<file path="config.mk">
export PLATFORM = sky130hd
export DESIGN_NAME = uart_tx_cfg
export DESIGN_NICKNAME = d
export VERILOG_FILES = /design/src/rtl/uart_pkg.sv /design/src/rtl/uart_baud_gen.sv /design/src/rtl/uart_tx_cfg.sv
export SDC_FILE = /design/constraint.sdc
export NUM_CORES = 1
export LEC_CHECK = 0
export ABC_AREA = 1
export CAP_MARGIN = 20
export CELL_PAD_IN_SITES_DETAIL_PLACEMENT = 1
export CELL_PAD_IN_SITES_GLOBAL_PLACEMENT = 1
export CORE_ASPECT_RATIO = 0.5
export CORE_MARGIN = 2
export CORE_UTILIZATION = 41
export CTS_CLUSTER_DIAMETER = 200
export CTS_CLUSTER_SIZE = 30
export DETAILED_ROUTE_END_ITERATION = 10
export GPL_ROUTABILITY_DRIVEN = 0
export PLACE_DENSITY = 0.88
export SLEW_MARGIN = 20
export SYNTH_ARGS = -nofsm -noshare
export SYNTH_HDL_FRONTEND = slang
export SYNTH_HIERARCHICAL = 1
export SYNTH_SLANG_ARGS = --single-unit
</file>
<file path="constraint.sdc">
create_clock -name tx_clk -period 2 [get_ports tx_clk]
set_clock_uncertainty 0.1 [all_clocks]
set_input_delay 0.2 -clock tx_clk [delete_from_list [all_inputs] [get_ports tx_clk]]
set_output_delay 0.2 -clock tx_clk [all_outputs]
set_load 0.01 [all_outputs]
</file>
<file path="src/rtl/uart_pkg.sv">
// Shared types for the UART transmitter: parity modes and the tx state encoding.
package uart_pkg;

  // Parity mode as seen on tx_i_parity. Code 3 has no name and behaves as none.
  typedef enum logic [1:0] {
    PAR_NONE = 2'd0,
    PAR_EVEN = 2'd1,
    PAR_ODD  = 2'd2
  } par_mode_t;

  // Transmit sequencer states.
  typedef enum logic [2:0] {
    ST_IDLE   = 3'd0,
    ST_START  = 3'd1,
    ST_DATA   = 3'd2,
    ST_PARITY = 3'd3,
    ST_STOP   = 3'd4
  } tx_state_t;

  // True when the raw mode code asks for a parity bit in the frame.
  function automatic logic par_enabled(input logic [1:0] mode);
    return (mode == PAR_EVEN) || (mode == PAR_ODD);
  endfunction

  // True when the raw mode code selects odd parity.
  function automatic logic par_is_odd(input logic [1:0] mode);
    return (mode == PAR_ODD);
  endfunction

endpackage

</file>
<file path="src/rtl/uart_baud_gen.sv">
// Bit-time generator: down-counter reloaded on restart or at terminal count,
// producing a one-cycle tick in the last cycle of every bit.
module uart_baud_gen #(
  parameter int CLKS_PER_BIT = 16,
  localparam int CNT_W = (CLKS_PER_BIT > 1) ? $clog2(CLKS_PER_BIT) : 1
) (
  input  logic tx_clk,
  input  logic tx_en,
  input  logic restart,
  output logic bit_tick
);

  localparam logic [CNT_W-1:0] LOAD_VAL = CNT_W'(CLKS_PER_BIT - 1);

  logic [CNT_W-1:0] cnt_q;

  // Hold the reload value while restart is high so the first bit after it
  // lasts a full CLKS_PER_BIT cycles; reload at zero so consecutive bits chain.
  always_ff @(posedge tx_clk or negedge tx_en) begin
    if (!tx_en) begin
      cnt_q <= '0;
    end else if (restart || (cnt_q == '0)) begin
      cnt_q <= LOAD_VAL;
    end else begin
      cnt_q <= cnt_q - CNT_W'(1);
    end
  end

  // The zero left in the counter by reset must not look like a bit end.
  assign bit_tick = (cnt_q == '0) && !restart;

endmodule

</file>
<file path="src/rtl/uart_tx_cfg.sv">
// Configurable UART transmitter: start bit, DATA_W data bits LSB first,
// optional even/odd parity, one or two stop bits. All outputs are registered.
//
// state     | meaning
// ----------+-----------------------------------------------------------
// ST_IDLE   | line high, ready high, waiting for a valid word
// ST_START  | line low for one bit time
// ST_DATA   | shifting out captured word, LSB first, DATA_W bit times
// ST_PARITY | parity bit of the captured word for one bit time
// ST_STOP   | line high for one or two bit times, done pulse on exit
module uart_tx_cfg
  import uart_pkg::*;
#(
  parameter int DATA_W       = 8,
  parameter int CLKS_PER_BIT = 16
) (
  input  logic              tx_clk,
  input  logic              tx_en,
  input  logic [DATA_W-1:0] tx_i_data,
  input  logic              tx_i_data_valid,
  input  logic [1:0]        tx_i_parity,
  input  logic              tx_i_stop2,
  output logic              tx_o_ready,
  output logic              tx_o_done,
  output logic              tx_o
);

  localparam int BIT_W = $clog2(DATA_W + 1);
  localparam logic [BIT_W-1:0] DATA_LAST = BIT_W'(DATA_W - 1);

  tx_state_t         state_q, state_d;
  logic [DATA_W-1:0] shift_q, shift_d;
  logic              par_en_q, par_en_d;
  logic              par_bit_q, par_bit_d;
  logic              stop2_q, stop2_d;
  logic [BIT_W-1:0]  bits_q, bits_d;
  logic              tx_q, tx_d;
  logic              ready_q, ready_d;
  logic              done_q, done_d;

  logic              bit_tick;
  logic              restart;
  logic              accept;

  // The bit timer is held in reload while idle, so the first START cycle
  // (the one after acceptance) begins a full bit time.
  assign restart = (state_q == ST_IDLE);
  assign accept  = ready_q && tx_i_data_valid;

  uart_baud_gen #(
    .CLKS_PER_BIT(CLKS_PER_BIT)
  ) u_baud_gen (
    .tx_clk  (tx_clk),
    .tx_en   (tx_en),
    .restart (restart),
    .bit_tick(bit_tick)
  );

  // State and all output registers; reset forces an idle-high line at once.
  always_ff @(posedge tx_clk or negedge tx_en) begin
    if (!tx_en) begin
      state_q   <= ST_IDLE;
      shift_q   <= '0;
      par_en_q  <= 1'b0;
      par_bit_q <= 1'b0;
      stop2_q   <= 1'b0;
      bits_q    <= '0;
      tx_q      <= 1'b1;
      ready_q   <= 1'b0;
      done_q    <= 1'b0;
    end else begin
      state_q   <= state_d;
      shift_q   <= shift_d;
      par_en_q  <= par_en_d;
      par_bit_q <= par_bit_d;
      stop2_q   <= stop2_d;
      bits_q    <= bits_d;
      tx_q      <= tx_d;
      ready_q   <= ready_d;
      done_q    <= done_d;
    end
  end

  // Next-state logic. The line value is computed for the state being entered
  // so tx_o changes on the same edge as the state register.
  always_comb begin
    state_d   = state_q;
    shift_d   = shift_q;
    par_en_d  = par_en_q;
    par_bit_d = par_bit_q;
    stop2_d   = stop2_q;
    bits_d    = bits_q;
    tx_d      = tx_q;
    ready_d   = 1'b0;
    done_d    = 1'b0;

    case (state_q)
      ST_IDLE: begin
        tx_d    = 1'b1;
        ready_d = 1'b1;
        if (accept) begin
          state_d   = ST_START;
          shift_d   = tx_i_data;
          par_en_d  = par_enabled(tx_i_parity);
          par_bit_d = (^tx_i_data) ^ par_is_odd(tx_i_parity);
          stop2_d   = tx_i_stop2;
          bits_d    = '0;
          tx_d      = 1'b0;
          ready_d   = 1'b0;
        end
      end

      ST_START: begin
        if (bit_tick) begin
          state_d = ST_DATA;
          bits_d  = DATA_LAST;
          tx_d    = shift_q[0];
        end
      end

      ST_DATA: begin
        if (bit_tick) begin
          if (bits_q == '0) begin
            if (par_en_q) begin
              state_d = ST_PARITY;
              tx_d    = par_bit_q;
            end else begin
              state_d = ST_STOP;
              bits_d  = BIT_W'(stop2_q);
              tx_d    = 1'b1;
            end
          end else begin
            bits_d  = bits_q - BIT_W'(1);
            shift_d = shift_q >> 1;
            tx_d    = shift_q[1];
          end
        end
      end

      ST_PARITY: begin
        if (bit_tick) begin
          state_d = ST_STOP;
          bits_d  = BIT_W'(stop2_q);
          tx_d    = 1'b1;
        end
      end

      ST_STOP: begin
        tx_d = 1'b1;
        if (bit_tick) begin
          if (bits_q == '0) begin
            state_d = ST_IDLE;
            done_d  = 1'b1;
            ready_d = 1'b1;
          end else begin
            bits_d = bits_q - BIT_W'(1);
          end
        end
      end

      default: begin
        state_d = ST_IDLE;
        tx_d    = 1'b1;
      end
    endcase
  end

  assign tx_o       = tx_q;
  assign tx_o_ready = ready_q;
  assign tx_o_done  = done_q;

endmodule

</file>
# After elaboration in Yosys (flattened, before gate mapping)
# Index checks and enable logic that the tools add are counted.
op_classes:
  n_eq_ne: 16
  reduce_logical: 16
  muxes: 34
  n_bitwise: 1
  addsub: 2
ops:
  columns: ["op", "count"]
  rows:
  - ["4-bit two-way mux", 9]
  - ["3-bit two-way mux", 8]
  - ["8-bit two-way mux", 3]
  - ["4-bit case mux with 5 select lines", 1]
  - ["2-bit inequality test (second input constant)", 9]
  - ["8-bit case mux with 2 select lines", 1]
  - ["3-bit case mux with 5 select lines", 1]
  - ["1-bit two-way mux", 9]
  - ["4-bit zero test", 2]
  - ["8-bit AND reduction", 1]
  - ["8-bit XOR reduction", 1]
  - ["4-bit by 1-bit subtractor with 4-bit output (second input constant)", 2]
  - ["7-bit AND reduction", 1]
  - ["3-bit by 2-bit equality test with 1-bit output (second input constant)", 2]
  - ["5-bit nonzero test", 1]
  - ["1-bit case mux with 4 select lines", 1]
  - ["4-bit AND reduction", 1]
  - ["3-bit by 1-bit equality test with 1-bit output (second input constant)", 1]
  - ["3-bit equality test (second input constant)", 1]
  - ["3-bit zero test", 1]
  - ["3-bit inequality test (second input constant)", 1]
  - ["3-bit AND reduction", 1]
  - ["2-bit by 1-bit equality test with 1-bit output (second input constant)", 1]
  - ["2-bit equality test (second input constant)", 1]
  - ["other kinds (7)", 9]
totals:
  register_bits: 25

# Logic depth before layout (Yosys ltp)
# Gate-level depths: netlist of run 1.
logic_depth:
  ltp_word: 5
  mapped_depth: 13
  depth_no_buf: 13

# Modules after synthesis
# The synthesis of run 1 kept the hierarchy.
modules_own_cells:
  columns: ["mod", "n_inst", "seq_area_each_um2", "area_per_inst_um2", "cells_each"]
  rows:
  - ["uart_tx_cfg", 1, 526.8, 1415.1, 199]
  - ["uart_baud_gen", 1, 100.1, 192.7, 24]

# Least setup slack after synthesis of run 1
# OpenSTA, ideal clock, no wires.
synth_path:
  path_kind: "reg-to-reg"
  from: "register u_baud_gen.cnt_q[0]"
  to: "register shift_q[1]"
  arrival_time_ps: 1355
  path_buffers: 1
  path_slack_ps: 418
  t_required_ps: 1774
  stages_incl_launch_ff: 11
  setup_ps: 126
  path_cell_list: "dfrtp_1 > inv_1 > ha_1 > inv_1 > nor2_2 > nand2_1 > nor2_1 > nor2_1 > a21oi_4 > buf_6 > o21ai_0"
synth_between:
  elab_chain_len: 4
synth_rtl:
  columns: ["item", "line_no", "rtl"]
  rows:
  - ["start: declaration", "uart_baud_gen.sv:15", "logic [CNT_W-1:0] cnt_q;"]
  - ["start signal: assignment", "uart_baud_gen.sv:25", "cnt_q <= cnt_q - CNT_W'(1);"]
  - ["4-bit zero test", "uart_baud_gen.sv:30", "assign bit_tick = (cnt_q == '0) && !restart;"]
  - ["1-bit logical AND", "uart_baud_gen.sv:30", null]
  - ["net bit_tick", "uart_tx_cfg.sv:41", "logic bit_tick;"]
  - ["2-bit inequality test (no line)", null, null]
  - ["4-bit AND reduction (no line)", null, null]
  - ["end signal: assignment", "uart_tx_cfg.sv:73", "shift_q <= shift_d;"]
  - ["end: declaration", "uart_tx_cfg.sv:32", "logic [DATA_W-1:0] shift_q, shift_d;"]
# The timed path passes the listed nets, and every way through them passes these cells.
# A chain may end at the register's enable or synchronous reset.

# Worst setup path after layout of run 1
layout_path:
  from: "register u_baud_gen.cnt_q[0]"
  to: "register tx_q, in the netlist tx_o"
layout_between:
  elab_chain_len: 4
layout_rtl:
  columns: ["item", "line_no", "rtl"]
  rows:
  - ["4-bit zero test (*)", "uart_baud_gen.sv:30", null]
  - ["1-bit logical AND (*)", "uart_baud_gen.sv:30", null]
  - ["net bit_tick", "uart_tx_cfg.sv:41", null]
  - ["2-bit inequality test (no line)", null, null]
  - ["3-bit AND reduction (no line) (*)", null, null]
  - ["end signal: assignment", "uart_tx_cfg.sv:78", "tx_q <= tx_d;"]
  - ["end: declaration", "uart_tx_cfg.sv:37", "logic tx_q, tx_d;"]
# Mark *: on every way through the listed nets, which the timed path passes. The rest lies on a longest branch.

==> results.toml, run 1 <==
[run_status]
status = "finished clean"

[setup_path]
cp_common_cell = "inv_1"
cp_max_fo = 4
start_kind = "flop"
crit_path_end_kind = "flop"
cp_slowest_cell = "dfrtp_1"
worstPathRequired_ns = 2.12
critPathKind = "flop to flop"
worstPathCellList = "inv_1 > ha_1 > inv_1 > nor2_2 > nand2_1 > nor2_1 > inv_1 > nand3_1 > o21ai_0 > inv_1 > nand3b_1 > nand2_1 > inv_1"
crit_arrival_ns = 1.92
cpPeakStageDelay_ns = 0.39

[pwr]
power_density_nw_per_um2 = 1361
p_leak_nw = 0.9529
vdd_drop_max_uv = 348.4
total_power_mw = 2.585

[final_layout]
nNetsFinal = 263
layout_common_cells = "nand2_1 (73), inv_1 (34), o21ai_0 (26)"
mostFrequentLayoutCell = "nand2_1"
drive_gt1_frac = 0.1066
insertedDiodeCount = 0
area_growth_pct = 18.13
post-route-util = 0.4967
final_cells = 298
fillerInstances = 495

[die]
start_util = 0.4205
die-area_um2 = 4469
fp-row-count = 16
dieHeight_um = 48.28
io_pins = 17
die_w_um = 92.56
core_um2 = 3824

[global_route]
grt_remaining_overflow = 0
grt_usage = 0.1934
antenna_found_initial = 0
grt_max_degree = 26
grt_pass1_wl_um = 6479
grt_pass1_vias = 1418

[clock_network]
ctsHoldBuffers = 0
clockBufferDepth = 2
root_buffer = "clkbuf_8"
clkSinkCount = 25
clk_pin_slew_worst_paths_ns = 0.09
numCtsBuffers = 3
clk-insertion-delay-late_ns = 0.27
h-tree-depth = 1
cts_tree = "yes"

[synth]
yosysTopAreaCell = "dfrtp_1"
yosysWarnings = 6
synth_seq_cells = 25
ys_seq_area_frac = 0.3899
yosys-top-cells-area = "dfrtp_1 (37%), nand2_1 (17%), o21ai_0 (8.1%)"
synth.cell_area_um2 = 1608
syn_nets = 241
synth.distinct_cells = 29
syn-instance-count = 223
synth_top_cell_area_share = 0.3735
avgSynthCellArea_um2 = 7.210

[routing]
drc = 0
maxUsedRoutingLayer = "met4"
drt.antenna.violating_nets = 0
dr_wl_met2_um = 2042
first_pass_iters = 4
via_per_inst = 4.893
drt_wl_total_um = 3975
wl_met1_um = 1809
vias = 1458
wl_per_cell_um = 13.34
drt_iter0_markers = 49
met3_wirelength_um = 84

[timing]
period_minus_slack_ns = 1.801
setup_viol = 0
rsz0062_at_grt = "false"
relSlewSlack = 0.7860
layout_setup_ws_ns = 0.1994
max_freq_ghz = 0.5554
fin_crit_sh = 0.9003
tightest_slew_ns = 0.3211
slew_violations = 0
setup_tns_ns = 0
hold_viol = 0

[run]
max_cap_violations = 0

[min_path]
hold_class = "primary input to async pin"

[placed_design]
io_buffer_count = 16
dp_cells = 292
dpl.hpwl_um = 3126
pre_cts_slack_ns = 0.1702
## cell families after synthesis
group | share of synthesized area
and+or+nand+nor | 0.3253
DFF | 0.3899
buffers and inverters | 0.1089
xor gates and xnor gates | 0.02179
adders and majority gates | 0.03113
AOI/OAI and AO/OA | 0.1230
## cells in the mapped netlist (all sizes together)
cell type  number
ha              4
xnor2           1
nand2          76
nand4           1
xor2            3
a21oi           7
nand3b          1
clkinv          1
nor2           12
or2             1
o21ai          28
dfstp           1
buf             3
inv            37
dfrtp          24
nand3          21
and2            2
## metal layers
metal,vias up,global-route usage
met3,4,0.03864
li1,739,-
met2,15,0.3810
met4,0,0.05075
met1,700,0.2297
met5,-,0
## registers in the layout, indices dropped and copies added (netlist names)
| register | cells |
|---|---|
| u_baud_gen/cnt_q | 4 |
| par_bit_q | 1 |
| stop2_q | 1 |
| tx_o_ready | 1 |
| bits_q | 4 |
| shift_q | 8 |
| state_q | 3 |
| tx_o | 1 |
| tx_o_done | 1 |
| par_en_q | 1 |
## power by group
| group | switching [mW] | internal (mW) | total (mW) |
|---|---|---|---|
| registers | 0.164 | 0.732 | 0.896 |
| logic | 0.869 | 0.517 | 1.39 |
| clock network | 0.163 | 0.140 | 0.303 |
| total | 1.20 | 1.39 | 2.58 |
## worst paths after layout
| check | start | to | slack [ns] | cells past startpoint |
|---|---|---|---|---|
| max reg2reg | u_baud_gen/cnt_q[0]$_DFF_PN0_ | tx_o$_DFFE_PN1P_ | 0.20 | 13 |
| max in group asynchronous | tx_en | tx_o$_DFFE_PN1P_ | 1.33 | 2 |
| min reg2reg | u_baud_gen/cnt_q[0]$_DFF_PN0_ | u_baud_gen/cnt_q[0]$_DFF_PN0_ | 0.34 | 1 |
| min | tx_en | u_baud_gen/cnt_q[1]$_DFF_PN0_ | 0.18 | 2 |
| max | u_baud_gen/cnt_q[0]$_DFF_PN0_ | tx_o$_DFFE_PN1P_ | 0.20 | 13 |
| min in group tx_clk | u_baud_gen/cnt_q[0]$_DFF_PN0_ | u_baud_gen/cnt_q[0]$_DFF_PN0_ | 0.34 | 1 |
## through the flow
step	hold slack [ns]	cell area, um^2
5_1_grt	0.2217	1899
2_1_floorplan	-0.1956	1608
3_5_place_dp	0.3274	1823
6_report	0.1807	1899
4_1_cts	0.1904	1869
3_3_place_gp	0.3209	1823
## worst max-delay path: cells and delay by family, from the launching register on
kind / cells / cell delay (ns)
fa+ha+maj: 1 / 0.15
simple gates: 6 / 0.63
compound gates: 1 / 0.11
flops: 1 / 0.39
buf+inv: 5 / 0.39
## layout make-up
cell class	instances	area, um^2	area share
tap	54	67.56	0.03557
timing repair buffer	20	202.7	0.1067
inverter	38	147.6	0.07773
clock inverter	1	5.005	0.002635
clock buffer	3	41.29	0.02174
sequential	25	626.9	0.3300
multi-input combinational	157	808.3	0.4256
## repair_timing
item,in CTS,in global routing
setup endpoints to repair,0,9
resized for setup,0,1
setup buffers,0,2
(Power assumes the default switching activity.)
==> run 2, diff against run 1 <==
--- a/config.mk
+++ b/config.mk
@@ -10,13 +10,14 @@
 export CELL_PAD_IN_SITES_DETAIL_PLACEMENT = 1
 export CELL_PAD_IN_SITES_GLOBAL_PLACEMENT = 1
 export CORE_ASPECT_RATIO = 0.5
-export CORE_MARGIN = 2
+export CORE_MARGIN = 5
 export CORE_UTILIZATION = 41
 export CTS_CLUSTER_DIAMETER = 200
 export CTS_CLUSTER_SIZE = 30
 export DETAILED_ROUTE_END_ITERATION = 10
 export GPL_ROUTABILITY_DRIVEN = 0
 export PLACE_DENSITY = 0.88
+export RECOVER_POWER = 50
 export SLEW_MARGIN = 20
 export SYNTH_ARGS = -nofsm -noshare
 export SYNTH_HDL_FRONTEND = slang
==> constraint.sdc (replaced) <==
create_clock -name tx_clk -period 2 [get_ports tx_clk]
set_clock_uncertainty 0.1 [all_clocks]
set_input_delay 0.3 -clock tx_clk [delete_from_list [all_inputs] [get_ports tx_clk]]
set_output_delay 0.3 -clock tx_clk [all_outputs]
set_load 0.01 [all_outputs]
==> run 2 against run 1 <==
Maximum frequency shrank 6.5%; sequential share of layout area barely moved; clock power up 5%; die area increased by 20%; register-to-register slack worse by 0.13 ns; core utilization decreased by 0.19 points; hold slack better by 0.15 ns; count of clock-buffer cells in the layout did not move; flip-flop and latch count stayed put; sequential power is essentially flat; combinational power rose by 4%; global-route usage is 1.8 points lower; critical endpoint unchanged.
==> results.toml, run 2 (synthesis gave the netlist of run 1 again) <==
[routing]
drt_iter0_markers = 48
drt.antenna.violating_nets = 0
first_pass_iters = 4
drt_wl_total_um = 4430
vias = 1515
via_per_inst = 5.084
wl_per_cell_um = 14.87
drc = 0

[setup_path]
crit_arrival_ns = 2.05
start_kind = "flop"
cp_slowest_cell = "dfrtp_1"
cp_max_fo = 5
r2r_setup_slack_ns = 0.07
crit_path_end_kind = "flop"
cp_common_cell = "inv_1"
worstPathCellList = "inv_1 > ha_1 > nand3_2 > inv_1 > nand2_1 > o21ai_0 > nand3b_1 > nand2_1 > inv_1"
critPathKind = "flop to flop"
cpPeakStageDelay_ns = 0.43
r2r_cells = 9
worstPathRequired_ns = 2.12

[placed_design]
io_buffer_count = 16
pre_cts_slack_ns = 0.1257
dpl.hpwl_um = 3232
placed_cell_area_um2 = 1831

[global_route]
grt_remaining_overflow = 0
grt_pass1_wl_um = 7376
antenna_found_initial = 0
grt_max_degree = 26
grt_pass1_vias = 1635
grt_usage = 0.1754

[die]
die-area_um2 = 5350
start_util = 0.4183
die_w_um = 98.56
io_pins = 17
fp-row-count = 16
core_um2 = 3844
dieHeight_um = 54.28

[timing]
setup_tns_ns = 0
layout_setup_ws_ns = 0.07315
relSlewSlack = 0.5678
setup_viol = 0
slew_violations = 0
period_minus_slack_ns = 1.927
max_freq_ghz = 0.5190
tightest_slew_ns = 0.6483
fin_crit_sh = 0.9634
hold_viol = 0

[final_layout]
insertedDiodeCount = 0
post-route-util = 0.4948
mostFrequentLayoutCell = "nand2_1"
multi_input_area_um2 = 810.8
top_register = "shift_q"
drive_gt1_frac = 0.1066
nNetsFinal = 263
layout_common_cells = "nand2_1 (74), inv_1 (34), o21ai_0 (25)"
largest_register_ffs = 8
fin_area_um2 = 1902
area_growth_pct = 18.29
reg_top3 = "shift_q (8), bits_q (4), u_baud_gen/cnt_q (4)"
seqCellArea_um2 = 626.9
fillerInstances = 524

[clock_network]
clk_pin_slew_worst_paths_ns = 0.10
clockBufferDepth = 2
numCtsBuffers = 3
ctsHoldBuffers = 0
clk-insertion-delay-late_ns = 0.27
cts_tree = "yes"
h-tree-depth = 1
root_buffer = "clkbuf_8"
clkSinkCount = 25

[min_path]
hold_class = "flop to flop"
hold_depth = 1

[run]
max_cap_violations = 0

[pwr]
vdd_drop_max_uv = 492.9
power_density_nw_per_um2 = 1401
p_leak_nw = 0.9513
total_power_mw = 2.664

[run_status]
status = "finished clean"
-- run 2: cell count changes in the layout (fill, tap and decap cells not counted), sizes merged --
cell,delta
clkdlybuf4s50,-1
clkinv,-1
buf,-1
clkinvlp,+1
dlygate4sd3,+1
clkbuf,+1
-- run 2: area by class of cell --
| type | count | share of cell area |
|---|---|---|
| multi-input combinational | 157 | 0.4263 |
| timing repair buffer | 20 | 0.1053 |
| sequential | 25 | 0.3296 |
| tap | 54 | 0.03553 |
| clock buffer | 3 | 0.02171 |
| inverter | 38 | 0.07763 |
| clock inverter | 1 | 0.003947 |
-- run 2: worst max-delay path: cells and delay by family (launching register included) --
family / cells / cell delay [ns]
and+or+nand+nor: 4 / 0.54
DFF: 1 / 0.43
buffers and inverters: 3 / 0.38
adders and majority gates: 1 / 0.18
AOI/OAI and AO/OA: 1 / 0.24
-- run 2: what timing repair did --
action                                  CTS  global route
endpoints found under the setup margin    0             8
resized for setup                         0             3
buffers inserted                          0             1
-- run 2: final timing paths --
check                                               from                       endpoint
setup reg to reg                   bits_q[0]$_DFFE_PN0P_               tx_o$_DFFE_PN1P_
hold reg to reg            u_baud_gen/cnt_q[0]$_DFF_PN0_  u_baud_gen/cnt_q[0]$_DFF_PN0_
hold / removal             u_baud_gen/cnt_q[0]$_DFF_PN0_  u_baud_gen/cnt_q[0]$_DFF_PN0_
setup / recovery                   bits_q[0]$_DFFE_PN0P_               tx_o$_DFFE_PN1P_
max in group asynchronous                          tx_en  u_baud_gen/cnt_q[2]$_DFF_PN0_
min in group asynchronous                          tx_en         shift_q[6]$_DFFE_PN0P_
-- run 2: routing by layer --
layer | share of wire | GRT usage | vias up
met3 | 0.042 | 0.03181 | 6
met4 | 0.017 | 0.04762 | 0
met1 | 0.43 | 0.2163 | 729
met2 | 0.51 | 0.3266 | 40
met5 | 0 | 0 | -
li1 | - | - | 740
-- run 2: power breakdown --
group / leakage [nW] / switching (mW) / internal (mW)
logic: 0.625 / 0.929 / 0.517
registers: 0.305 / 0.168 / 0.731
clock network: 0.0217 / 0.178 / 0.142
-- run 2: through the flow --
step,hold slack [ns],std cells
after global placement,0.3218,293
after floorplan,-0.09559,223
final,0.3353,298
after global routing,0.3782,298
after detailed placement,0.3275,293
after CTS,0.2930,297
